### src/rtl/switch_port.sv
// Purpose : switch-side endpoint of the device port; ingress FIFO to fabric, 2-entry egress buffer to device.
// Latency : validtx -> acktx 1 cycle (when room) -> ing_valid 1 cycle later; egr push -> validrx next cycle.
// Backpr. : acktx withheld while the ingress FIFO would be full; egr_ready low when egress holds 2 words.
//
// Ports:
//   clk_i, rst_i                  clock, synchronous active-high reset
//   adr_i, dat_i, validtx, acktx  device -> switch request/accept handshake
//   validrx, ackrx, dat_o         switch -> device streaming handshake
//   ing_valid, ing_adr, ing_dat,  ingress FIFO head offered to the fabric,
//   ing_pop                       popped by the fabric
//   egr_valid, egr_dat, egr_ready fabric -> egress buffer push
//   drop_cnt                      saturating count of illegal-address transfers

// Generic synchronous FIFO: write-first storage, wrapping pointers, count.
// Caller guarantees push only when not full and pop only when not empty.
module switch_port_fifo #(
  parameter int W     = 8,
  parameter int DEPTH = 4
) (
  input  logic                   clk_i,
  input  logic                   rst_i,
  input  logic                   push_i,
  input  logic                   pop_i,
  input  logic [W-1:0]           dat_i,
  output logic [W-1:0]           dat_o,
  output logic [$clog2(DEPTH):0] cnt_o,
  output logic [$clog2(DEPTH):0] cnt_nxt_o
);
  localparam int AW = $clog2(DEPTH);

  logic [W-1:0]  mem_q [DEPTH];
  logic [AW-1:0] wr_q;
  logic [AW-1:0] rd_q;
  logic [AW:0]   cnt_q;
  logic [AW:0]   cnt_d;

  always_comb begin
    cnt_d = cnt_q;
    case ({push_i, pop_i})
      2'b10:   cnt_d = cnt_q + (AW+1)'(1);
      2'b01:   cnt_d = cnt_q - (AW+1)'(1);
      default: cnt_d = cnt_q;
    endcase
  end

  // DEPTH is a power of two, so pointers wrap by plain overflow.
  always_ff @(posedge clk_i) begin
    if (rst_i) begin
      wr_q  <= '0;
      rd_q  <= '0;
      cnt_q <= '0;
    end else begin
      if (push_i) wr_q <= wr_q + AW'(1);
      if (pop_i)  rd_q <= rd_q + AW'(1);
      cnt_q <= cnt_d;
    end
  end

  // Storage is not reset; clearing the pointers and count discards contents.
  always_ff @(posedge clk_i) begin
    if (push_i) mem_q[wr_q] <= dat_i;
  end

  assign dat_o     = mem_q[rd_q];
  assign cnt_o     = cnt_q;
  assign cnt_nxt_o = cnt_d;
endmodule

module switch_port #(
  parameter int DW    = 4,
  parameter int DEPTH = 4,
  parameter int CW    = 8
) (
  input  logic          clk_i,
  input  logic          rst_i,
  input  logic [2:0]    adr_i,
  input  logic [DW-1:0] dat_i,
  input  logic          validtx,
  output logic          acktx,
  output logic          validrx,
  input  logic          ackrx,
  output logic [DW-1:0] dat_o,
  output logic          ing_valid,
  output logic [2:0]    ing_adr,
  output logic [DW-1:0] ing_dat,
  input  logic          ing_pop,
  input  logic          egr_valid,
  input  logic [DW-1:0] egr_dat,
  output logic          egr_ready,
  output logic [CW-1:0] drop_cnt
);
  localparam int AW_I = $clog2(DEPTH);
  localparam logic [AW_I:0] ING_FULL = (AW_I+1)'(DEPTH);

  logic          acktx_q, acktx_d;
  logic          validrx_q, validrx_d;
  logic [CW-1:0] drop_q, drop_d;

  logic          adr_legal;
  logic          xfer;
  logic          ing_push, ing_pop_ok;
  logic [AW_I:0] ing_cnt, ing_cnt_nxt;
  logic [DW+2:0] ing_head;

  logic          egr_push, egr_pop;
  logic [1:0]    egr_cnt, egr_cnt_nxt;

  // ---------------- ingress ----------------
  // A transfer completes on a cycle where acktx is high and the device is
  // still requesting; acktx without validtx is ignored.
  assign adr_legal  = (adr_i[1:0] != 2'b11);
  assign xfer       = acktx_q & validtx;
  assign ing_push   = xfer & adr_legal;
  assign ing_pop_ok = ing_pop & ing_valid;

  switch_port_fifo #(.W(DW+3), .DEPTH(DEPTH)) u_ing (
    .clk_i     (clk_i),
    .rst_i     (rst_i),
    .push_i    (ing_push),
    .pop_i     (ing_pop_ok),
    .dat_i     ({adr_i, dat_i}),
    .dat_o     (ing_head),
    .cnt_o     (ing_cnt),
    .cnt_nxt_o (ing_cnt_nxt)
  );

  // Grant only if the entry accepted next cycle will fit given this cycle's
  // push/pop; never grant on two consecutive cycles.
  always_comb begin
    acktx_d = validtx & ~acktx_q & (ing_cnt_nxt < ING_FULL);
    drop_d  = drop_q;
    if (xfer && !adr_legal && (drop_q != '1)) drop_d = drop_q + CW'(1);
  end

  assign ing_valid = (ing_cnt != '0);
  assign ing_adr   = ing_head[DW+2:DW];
  assign ing_dat   = ing_head[DW-1:0];

  // ---------------- egress ----------------
  assign egr_ready = (egr_cnt != 2'd2);
  assign egr_push  = egr_valid & egr_ready;
  assign egr_pop   = validrx_q & ackrx;

  switch_port_fifo #(.W(DW), .DEPTH(2)) u_egr (
    .clk_i     (clk_i),
    .rst_i     (rst_i),
    .push_i    (egr_push),
    .pop_i     (egr_pop),
    .dat_i     (egr_dat),
    .dat_o     (dat_o),
    .cnt_o     (egr_cnt),
    .cnt_nxt_o (egr_cnt_nxt)
  );

  // Registered from the next count so validrx tracks (egr_cnt != 0) exactly.
  assign validrx_d = (egr_cnt_nxt != 2'd0);

  always_ff @(posedge clk_i) begin
    if (rst_i) begin
      acktx_q   <= 1'b0;
      validrx_q <= 1'b0;
      drop_q    <= '0;
    end else begin
      acktx_q   <= acktx_d;
      validrx_q <= validrx_d;
      drop_q    <= drop_d;
    end
  end

  assign acktx    = acktx_q;
  assign validrx  = validrx_q;
  assign drop_cnt = drop_q;
endmodule

### config.mk
export PLATFORM = sky130hd
export DESIGN_NAME = switch_port
export DESIGN_NICKNAME = d
export VERILOG_FILES = /design/src/rtl/switch_port.sv
export SDC_FILE = /design/constraint.sdc
export NUM_CORES = 1
export LEC_CHECK = 0
export ABC_AREA = 1
export CORE_MARGIN = 1
export CORE_UTILIZATION = 48
export CTS_CLUSTER_SIZE = 25
export DETAILED_ROUTE_END_ITERATION = 10
export PLACE_DENSITY = 0.75
export SYNTH_ARGS = -nofsm -noshare
export SYNTH_HDL_FRONTEND = slang
export SYNTH_SLANG_ARGS = --single-unit
### constraint.sdc
create_clock -name clk_i -period 1.75 [get_ports clk_i]
set_clock_uncertainty 0.05 [all_clocks]
set_input_delay 0.2625 -clock clk_i [delete_from_list [all_inputs] [get_ports clk_i]]
set_output_delay 0.2625 -clock clk_i [all_outputs]
set_load 0.03 [all_outputs]
-- Yosys cells after proc, flatten, opt, wreduce, memory -nomap -nowiden
Memories as Yosys holds them, arrays and structs flattened. A register that Yosys moved wholly into a read port is not among the register bits.
Cells that the tools add are included.
- flip-flop bits (word level): 21
- RAM bits: 36
- input port bits: 17
- output and inout bits: 23
- memories kept: 2
- memories (memory ; words ; width ; rd ports ; clocked after Yosys merged registers in ; wr ports ; RTL line ; text):
    u_ing.mem_q ; 4 ; 7 ; 1 ; 1 ; 1 ; 31 ; logic [W-1:0] mem_q [DEPTH];
    u_egr.mem_q ; 2 ; 4 ; 1 ; 1 ; 1 ; 31 ;
- $add $sub $neg: 9
- magnitude comparators: 1
- equality and inequality tests: 7
- mux-type cells: 10
- bitwise operators: 8
- reductions and logical operators: 5
- operator list (kind ; count):
    adder 8 x 1 -> 8 bit, second input constant ; 1
    inequality test 8 bit, second input constant ; 1
    bitwise AND 1 bit ; 7
    adder 2 x 1 -> 2 bit, second input constant ; 3
    two-way mux 1 bit ; 6
    one-hot mux 3 bit (2 select lines) ; 1
    equality test 2 x 1 -> 1 bit, second input constant ; 2
    equality test 2 bit, second input constant ; 2
    two-way mux 2 bit ; 2
    inequality test 2 bit, second input constant ; 2
    one-hot mux 2 bit (2 select lines) ; 1
    adder 3 x 1 -> 3 bit, second input constant ; 1
    less-than comparator 3 bit, second input constant ; 1
    nonzero test 3 bit ; 1
    subtractor 3 x 1 -> 3 bit, second input constant ; 1
    adder 1 bit, second input constant ; 2
    logical AND 1 bit ; 2
    nonzero test 2 bit ; 1
    subtractor 2 x 1 -> 2 bit, second input constant ; 1
    logical NOT 1 bit ; 1
    NOT 1 bit ; 1

-- Logic depth before layout (Yosys ltp)
Gate-level depths: netlist of run 1.
- word-level depth: 6
- depth in mapped cells: 12
- mapped depth without buffers: 12

-- Hierarchy
From an unflattened synthesis of run 1, not the netlist that was laid out.
- cells, all modules: 252
- area total of the unflattened synthesis: 2566.2 um^2
- by module, submodules not included (module ; instances ; cells an instance ; area each (um^2)):
    switch_port_fifo at u_ing ; 1 ; 126 ; 1493.9
    switch_port ; 1 ; 84 ; 559.3
    switch_port_fifo at u_egr ; 1 ; 42 ; 513.0

-- Least setup slack after synthesis of run 1
No wires, ideal clock.
- path kind: reg-to-reg
- start: reg acktx_q, in the netlist acktx
- end: reg u_ing.cnt_q[2], in the netlist u_ing.cnt_o[2]
- library setup time: 65 ps
- data arrival time: 1965 ps
- required time: 1635 ps
- setup slack: -330 ps
- cell stages (with the launch flop): 12
- path buffers: 0
- path through: dfxtp_1 -> nand2_2 -> inv_1 -> nand2_1 -> ha_1 -> fa_1 -> inv_1 -> nand2_1 -> nand3_1 -> xor2_1 -> inv_1 -> nor2_1
- cells in the longest elaborated chain, start to end: 4
- elaborated cells on any way between the ends: 5
- classes of those cells: eq/ne: 2; mux: 1; bitwise: 2
- RTL lines (what ; RTL line ; text):
    start: declaration ; 95 ; logic acktx_q, acktx_d;
    start signal: assignment ; 164 ; acktx_q <= acktx_d;
    bitwise AND 1 bit (*) ; 112 ; assign xfer = acktx_q & validtx;
    bitwise AND 1 bit (*) ; 113 ; assign ing_push = xfer & adr_legal;
    equality test 2 x 1 -> 1 bit or equality test 2 bit (tied branches) ; 39 ; case ({push_i, pop_i})
    one-hot mux 3 bit (2 select lines) (*) ; 39 ;
    end signal: assignment ; 55 ; cnt_q <= cnt_d;
    end: declaration ; 34 ; logic [AW:0] cnt_q;
Mark *: on every way between the ends. The rest lies on a longest branch, timed or not.
A chain may end at the register's enable or synchronous reset.

-- Worst setup path in the final report of run 1
- start: reg u_ing.cnt_q[0], in the netlist u_ing.cnt_o[0]
- end: reg acktx_q, in the netlist acktx
- cells in the longest elaborated chain, start to end: 6
- elaborated cells on any way between the ends: 9
- classes of those cells: add/sub: 2; order compare: 1; eq/ne: 2; mux: 1; bitwise: 2; reduce/logical: 1
- RTL lines (what ; RTL line ; text):
    nonzero test 3 bit (*) ; 135 ; assign ing_valid = (ing_cnt != '0);
    bitwise AND 1 bit (*) ; 114 ; assign ing_pop_ok = ing_pop & ing_valid;
    via ing_pop_ok ; 101 ; logic ing_push, ing_pop_ok;
    equality test 2 x 1 -> 1 bit or equality test 2 bit (tied branches) ; 39 ;
    one-hot mux 3 bit (2 select lines) (*) ; 39 ;
    less-than comparator 3 bit (*) ; 130 ; acktx_d = validtx & ~acktx_q & (ing_cnt_nxt < ING_FULL);
    bitwise AND 1 bit (*) ; 130 ;
Mark *: on every way through the listed nets, which the timed path passes. The rest lies on a longest branch.

==> results.md, run 1 <==
* Input/output buffers at 39
* Crit path max-delay family: simple AND/OR/NAND/NOR gates
* R2R cell count at 10
* Mean area per synthesized cell at 10.4 um^2
* Total power at 0.00453 W
* I/O pins at 40
* Logic pwr share at 33.7%
* Final slew viol count at 0
* Synth async-reset ratio at 0%
* Grt ovf at 0
* Worst-path cell chain: nor2_4 > nand2_4 > nand2_4 > inv_4 > ha_4 > fa_2 > nand2_1 > nand3_2 > xor2_2 > nor2_1
* Synth warn at 0
* Die area at 5570 um^2
* Data arrival, critical path at approximately 1.9 ns
* MaxCap Viol Count at 0
* CTS tree: done
* Reg2reg end: acktx
* Worst-path clk slew at 0.06 ns
* Flop2flop setup slack at 0.01 ns
* 1st-pass router iterations at 4
* Most used DFF post-synth: edfxtp_1
* Upper clock frequency limit at 0.575 GHz
* First-pass GRT wire length at 7060 um
* Vias in the first global route at 1598
* CTS buffer count at 9
* Share of the synthesized area in the top cell type at 42.7%
* WL final at 4810 um
* Total Routing Usage GR at roughly 18%
* Largest net degree at the start of global routing at 15
* Antenna Nets Post-Route at 0
* Logic depth of the worst path, buffers included at 10
* WP buf/inv at 1
* Filler instances at about 400
* CTS Hold Bufs at 0
* Final net count at 335
* Synth cell types at 28
* Cell Area, Synth at between 2000 and 3000 um^2
* DIE HEIGHT at ~75 um
* Wirelength per Cell at 12.5 um
* Rows at 26
* Sequential power share at about two fifths
* Status: complete, no violations
* Switch Pwr at 0.00149 W
* Routed via count at 1827
* Chip Width at 74.6 um
* Worst path max stage delay at 0.35 ns
* Leading area contributor after synthesis: edfxtp_1
* CP Launch Type: register
* Dpl hpwl at between 3000 and 4000 um
* Commonest non-fill, non-tap cell in the layout: nor2_1
* Peak VDD IR at around 1.2 mV
* Root Buffer: clkbuf_8
* H-tree levels at 3
* Max FO, Critical Path at 2
* Post-synthesis net count at 268
* Critical path launch point: u_ing.cnt_o[0]
* Vias/cell at between 4 and 5
* Synthesized instance count at between 200 and 250
* Worst skew pair latency at 0.32 ns
* Initial Utilization at 49.6%
* CTS Sinks at 60
* Reg2reg start: u_ing.cnt_o[0]
* Syn-to-layout area delta at 34.8%
* Crit Path Category: register to register
* # setup viols final at 0
* WP data required at around 1.9 ns
* Drt first-iter violations at 66
* Switching Share at 32.9%
* Synth Register Bits at 60
* Critical-path cell with the highest stage delay: fa_2
* Seq/Total Area, Yosys at between 60% and 70%
* Tcrit/Tclk final at 99.3%
* Int Pwr at between 0.003 and 0.004 W
* Core Area at 5110 um^2
* Crit path capture type: register
* CP dominant cell by count: nand2_4
* Final Wtd Congestion at 0.745
* Final Hold Viols at 0
* Worst Hold Class: primary input to register
* Worst Setup EP: acktx
* Setup TNS at 0 ns
* Min Tclk post-route at 1.74 ns
* Clock network power share at 26.9%
* Commonest cells after routing, fill and taps aside: 40 x nor2_1, 36 x edfxtp_1, 26 x buf_4
* DRC at 0
* Number of flops mapped to enable cells by yosys at 36
* Tightest Pin Transition at 0.351 ns
* Leakage Power at about 1.4 nW
* # diodes at 0
* Power Dens Cells at around 1300 nW/um^2
* RSZ-0062 raised after global routing: yes
* Initial antenna violation count at 0
* Clock Tree Buf Depth at 2
* Top area cells in the synthesized netlist: edfxtp_1 43%, dfxtp_1 19%, nor2_1 6.1%
* Share of cells above drive strength 1 at 24.8%
* Slew Limit Headroom at 76.5%
-- through the flow --
step | util [%] | cells | setup slack [ns] | hold slack (ns) | area (um^2)
after floorplan | - | 243 | -0.00700 | 0.311 | 2590
after global placement | 61.9 | 365 | -0.341 | 0.438 | 3160
after detailed placement | 61.9 | 365 | -0.392 | 0.442 | 3160
after CTS | 66.3 | 384 | 0.00495 | 0.311 | 3380
after global routing | 66.9 | 385 | -0.0666 | 0.313 | 3410
final | 66.9 | 385 | 0.0116 | 0.331 | 3410
-- registers in the layout, summed over array words and instances (netlist names), named ones only --
register,flops
u_egr.cnt_o,2
validrx,1
acktx,1
u_egr.rd_q,1
u_ing.rd_q,2
drop_cnt,8
u_egr.mem_q,8
u_ing.wr_q,2
u_egr.wr_q,1
u_ing.cnt_o,3
u_ing.mem_q,28
-- routing by layer --
layer | vias to the layer above | routed length (um) | global-route usage, % | part of all wire [%]
met2 | 39 | 2440 | 29.9 | 51
met4 | 0 | 43 | 8.18 | 0.89
li1 | 946 | - | - | -
met1 | 838 | 2150 | 20.7 | 45
met5 | - | 0 | 0 | 0
met3 | 4 | 176 | 6.43 | 3.7
-- cell usage after synthesis, types with 3 or more instances --
master    instances
nand2_2           4
nand2_4           3
inv_2             3
buf_2             3
edfxtp_1         36
nand2_1          26
dfxtp_1          24
nor2_1           41
mux2_2            4
xor2_1            4
o22ai_1           7
a21oi_1          11
o21ai_0          22
ha_1              7
inv_1            27
nand3_1           9
-- cell families (layout without fill, tap and decap cells) --
logic type / count (synthesis) / count (layout) / share of synthesized area [%]
XOR/XNOR: 4 / 4 / 1.38
flip-flops: 60 / 60 / 61.7
AO/OA/AOI/OAI: 42 / 42 / 8.84
multiplexers: 4 / 4 / 1.78
AND/OR/NAND/NOR: 91 / 91 / 16.9
adder cells (fa/ha/maj): 8 / 8 / 4.25
buffers and inverters: 34 / 106 / 5.19
-- power groups by stage --
stage	logic (W)	clock network, W	registers, W
4_1_cts	0.00149	0.00125	0.00178
5_1_grt	0.00166	0.00132	0.00180
2_1_floorplan	0.000907	0	0.00181
6_report	0.00153	0.00122	0.00179
3_5_place_dp	0.00146	0	0.00179
3_3_place_gp	0.00142	0	0.00179
-- how the worst min path moves through the flow --
stage                     startpoint  cells after the start                 to  slack, ns
after detailed placement  u_egr.rd_q                      2           register       0.44
after global routing         validtx                      3              acktx       0.31
after CTS                    validtx                      3              acktx       0.31
after global placement    u_egr.rd_q                      2           register       0.44
final                        validtx                      3              acktx       0.33
after floorplan           egr_dat[0]                      0  u_egr.mem_q[0][0]       0.31
-- timing repair --
action,in CTS,in global routing
cloned,1,0
resized for setup,18,12
pin swaps,5,1
setup buffers,2,1
endpoints found under the setup margin,13,12
-- worst min-delay path, delay by kind of cell --
family,cells,cell delay [ns]
simple gates,2,0.12
buf+inv,1,0.27
-- area by class of cell --
cell class	instances	area, um^2	share of cell area [%]
sequential	60	1580	46.2
multi-input combinational	149	905	26.5
timing repair buffer	59	523	15.3
clock buffer	14	163	4.76
inverter	30	119	3.48
tap	70	87.6	2.57
clock inverter	2	33.8	0.989
timing repair inverter	1	7.51	0.220
Power figures use the tool's default switching activity.
==> run 2: changes to the inputs <==
--- a/config.mk
+++ b/config.mk
@@ -10,6 +10,8 @@
 export CORE_UTILIZATION = 48
 export CTS_CLUSTER_SIZE = 25
 export DETAILED_ROUTE_END_ITERATION = 10
+export GPL_TIMING_DRIVEN = 0
+export MAX_ROUTING_LAYER = met4
 export PLACE_DENSITY = 0.75
 export SYNTH_ARGS = -nofsm -noshare
 export SYNTH_HDL_FRONTEND = slang
==> results.md, run 2 (synthesized netlist as in run 1, its figures left out) <==
* Status: complete, but fails checks
* Failing checks: setup timing
* Filler instances at 430 (+8.0%)
* Upper clock frequency limit at 0.549 GHz (-4.5%)
* Final net count at 324 (-3.3%)
* RSZ-0062 raised after global routing: yes
* 1st-pass router iterations at 4 (unchanged)
* Data arrival, critical path at 1.97 ns (+0.04 ns)
* CTS Sinks at 60 (unchanged)
* Grt ovf at 0 (unchanged)
* Commonest cells after routing, fill and taps aside: 40 x nor2_1, 36 x edfxtp_1, 23 x inv_1
* Input/output buffers at 39 (unchanged)
* Logic pwr share at 34.6% (+0.9 points)
* Worst Hold Class: primary input to register
* First-pass GRT wire length at 7300 um (+3.4%)
* Tcrit/Tclk final at 104% (+4.7 points)
* Antenna Nets Post-Route at 0 (unchanged)
* Chip Width at 74.6 um (unchanged)
* Tightest Pin Transition at 0.687 ns (+0.336 ns)
* DP Worst Slack at -0.629 ns (-0.237 ns)
* CTS Hold Bufs at 0 (unchanged)
* Core Area at 5110 um^2 (unchanged)
* Leakage Power at 1.38 nW (-4.7%)
* Total power at 0.00437 W (-3.6%)
* Drt first-iter violations at 97 (+47%)
* Initial Utilization at 49.6% (unchanged)
* Worst-path clk slew at 0.06 ns (about the same)
* WP data required at 1.90 ns (-0.04 ns)
* DRC at 0 (unchanged)
* Die area at 5570 um^2 (unchanged)
* Worst Setup EP: u_ing.cnt_o[2]
* # setup viols final at 2 (+2)
* Fin area at 3310 um^2 (-3.2%)
* Rows at 26 (unchanged)
* Worst skew pair latency at 0.32 ns (about the same)
* Final Wtd Congestion at 0.788 (+5.7%)
* Critical path launch point: u_ing.cnt_o[1]
* Reg2reg start: u_ing.cnt_o[1]
* CTS tree: done
* Power Dens Cells at 1320 nW/um^2 (-0.42%)
* Routed via count at 1850 (+1.3%)
* Largest register FFs at 28 (unchanged)
* CTS buffer count at 9 (unchanged)
* Crit Path Category: register to register
* Slew Limit Headroom at 54.0% (-23 points)
* Dpl hpwl at 3200 um (-0.64%)
* Clock Tree Buf Depth at 2 (unchanged)
* Total Routing Usage GR at 19.0% (+1.0 points)
* Clock network power share at 24.5% (-2.4 points)
* Final Hold Viols at 0 (unchanged)
* Wirelength per Cell at 12.6 um (+0.93%)
* Flop2flop setup slack at -0.07 ns (-0.08 ns)
* Sequential power share at 40.9% (+1.4 points)
* Vias in the first global route at 1652 (+3.4%)
* H-tree levels at 3 (unchanged)
* Largest net degree at the start of global routing at 11 (-4)
* Hold wc startpoint: validtx
* DIE HEIGHT at 74.6 um (unchanged)
* # diodes at 0 (unchanged)
* Root Buffer: clkbuf_8
* Share of cells above drive strength 1 at 22.7% (-2.1 points)
* Max FO, Critical Path at 3 (+1)
* Final worst slack at -0.0706 ns (-0.0822 ns)
* Largest Register: u_ing.mem_q
* MaxCap Viol Count at 0 (unchanged)
* Reg2reg end: u_ing.cnt_o[2]
* Switch Pwr at 0.00148 W (-0.65%)
* R2R cell count at 11 (+1)
* Switching Share at 33.9% (+0.99 points)
* Initial antenna violation count at 0 (unchanged)
* WL final at 4710 um (-2.0%)
* Final slew viol count at 0 (unchanged)
* Crit path capture type: register
* Placed Instance Area at 3070 um^2 (-2.9%)
* Int Pwr at 0.00289 W (-5.0%)
* Commonest non-fill, non-tap cell in the layout: nor2_1
* CP Launch Type: register
* Vias/cell at 4.95 (+4.2%)
* I/O pins at 40 (unchanged)
* Peak VDD IR at 0.850 mV (-28%)
* Syn-to-layout area delta at 30.6%
* Final Util at 64.7% (-2.1 points)
* Min Tclk post-route at 1.82 ns (+0.0822 ns)
[run 2: critical path: stages, from the launching register on]
cell and delay [ns]:
dfxtp_4 0.35, nor2_4 0.12, nand2_4 0.06, nand2_4 0.09, inv_4 0.04, ha_4 0.16
fa_2 0.38, nand2_2 0.08, nand3_2 0.10, xor2_2 0.17, inv_1 0.06, nor2_1 0.03
[run 2: final cells by class]
type / count / area, um^2 / share of cell area [%]
Tap cell: 70 / 87.6 / 2.65
Sequential cell: 60 / 1580 / 47.7
Inverter: 30 / 118 / 3.56
Buffer: 4 / 31.3 / 0.946
Clock buffer: 14 / 163 / 4.92
Clock inverter: 2 / 8.76 / 0.265
Timing Repair Buffer: 45 / 408 / 12.3
Multi-Input combinational cell: 149 / 915 / 27.7
[run 2: per-stage QoR]
step	cells	setup TNS (ns)	hold WS, ns
floorplan	243	-0.00700	0.311
global placement	352	-12.87	0.436
detailed placement	352	-14.49	0.444
CTS	370	-0.140	0.296
global route	374	-0.254	0.302
finish	374	-0.115	0.296
[run 2: how the worst min path moves through the flow]
stage | endpoint | slack (ns) | cells past startpoint
6_report | acktx | 0.30 | 3
5_1_grt | acktx | 0.30 | 3
4_1_cts | acktx | 0.30 | 3
3_5_place_dp | u_ing.rd_q[0] | 0.44 | 2
3_3_place_gp | register | 0.44 | 2
2_1_floorplan | u_egr.mem_q[0][0] | 0.31 | 0
[run 2: power groups by stage]
stage                     clock (W)  sequential, W  combinational, W
after global routing        0.00116        0.00180           0.00165
after floorplan                   0        0.00181          0.000907
final                       0.00107        0.00179           0.00151
after CTS                   0.00109        0.00178           0.00140
after detailed placement          0        0.00181           0.00140
after global placement            0        0.00180           0.00136
[run 2: routing by layer]
layer	up-vias	share of wire [%]	track usage, %
met5	-	0	-
met4	0	1.6	8.18
met3	9	4.8	5.62
met2	43	50	31.0
met1	869	44	21.7
li1	929	-	-
[run 2: timing repair]
action / in CTS / in global routing
pin swaps: 6 / 5
setup endpoints to repair: 48 / 11
gates resized for setup: 66 / 16
cloned: 0 / 1
setup buffers: 2 / 3
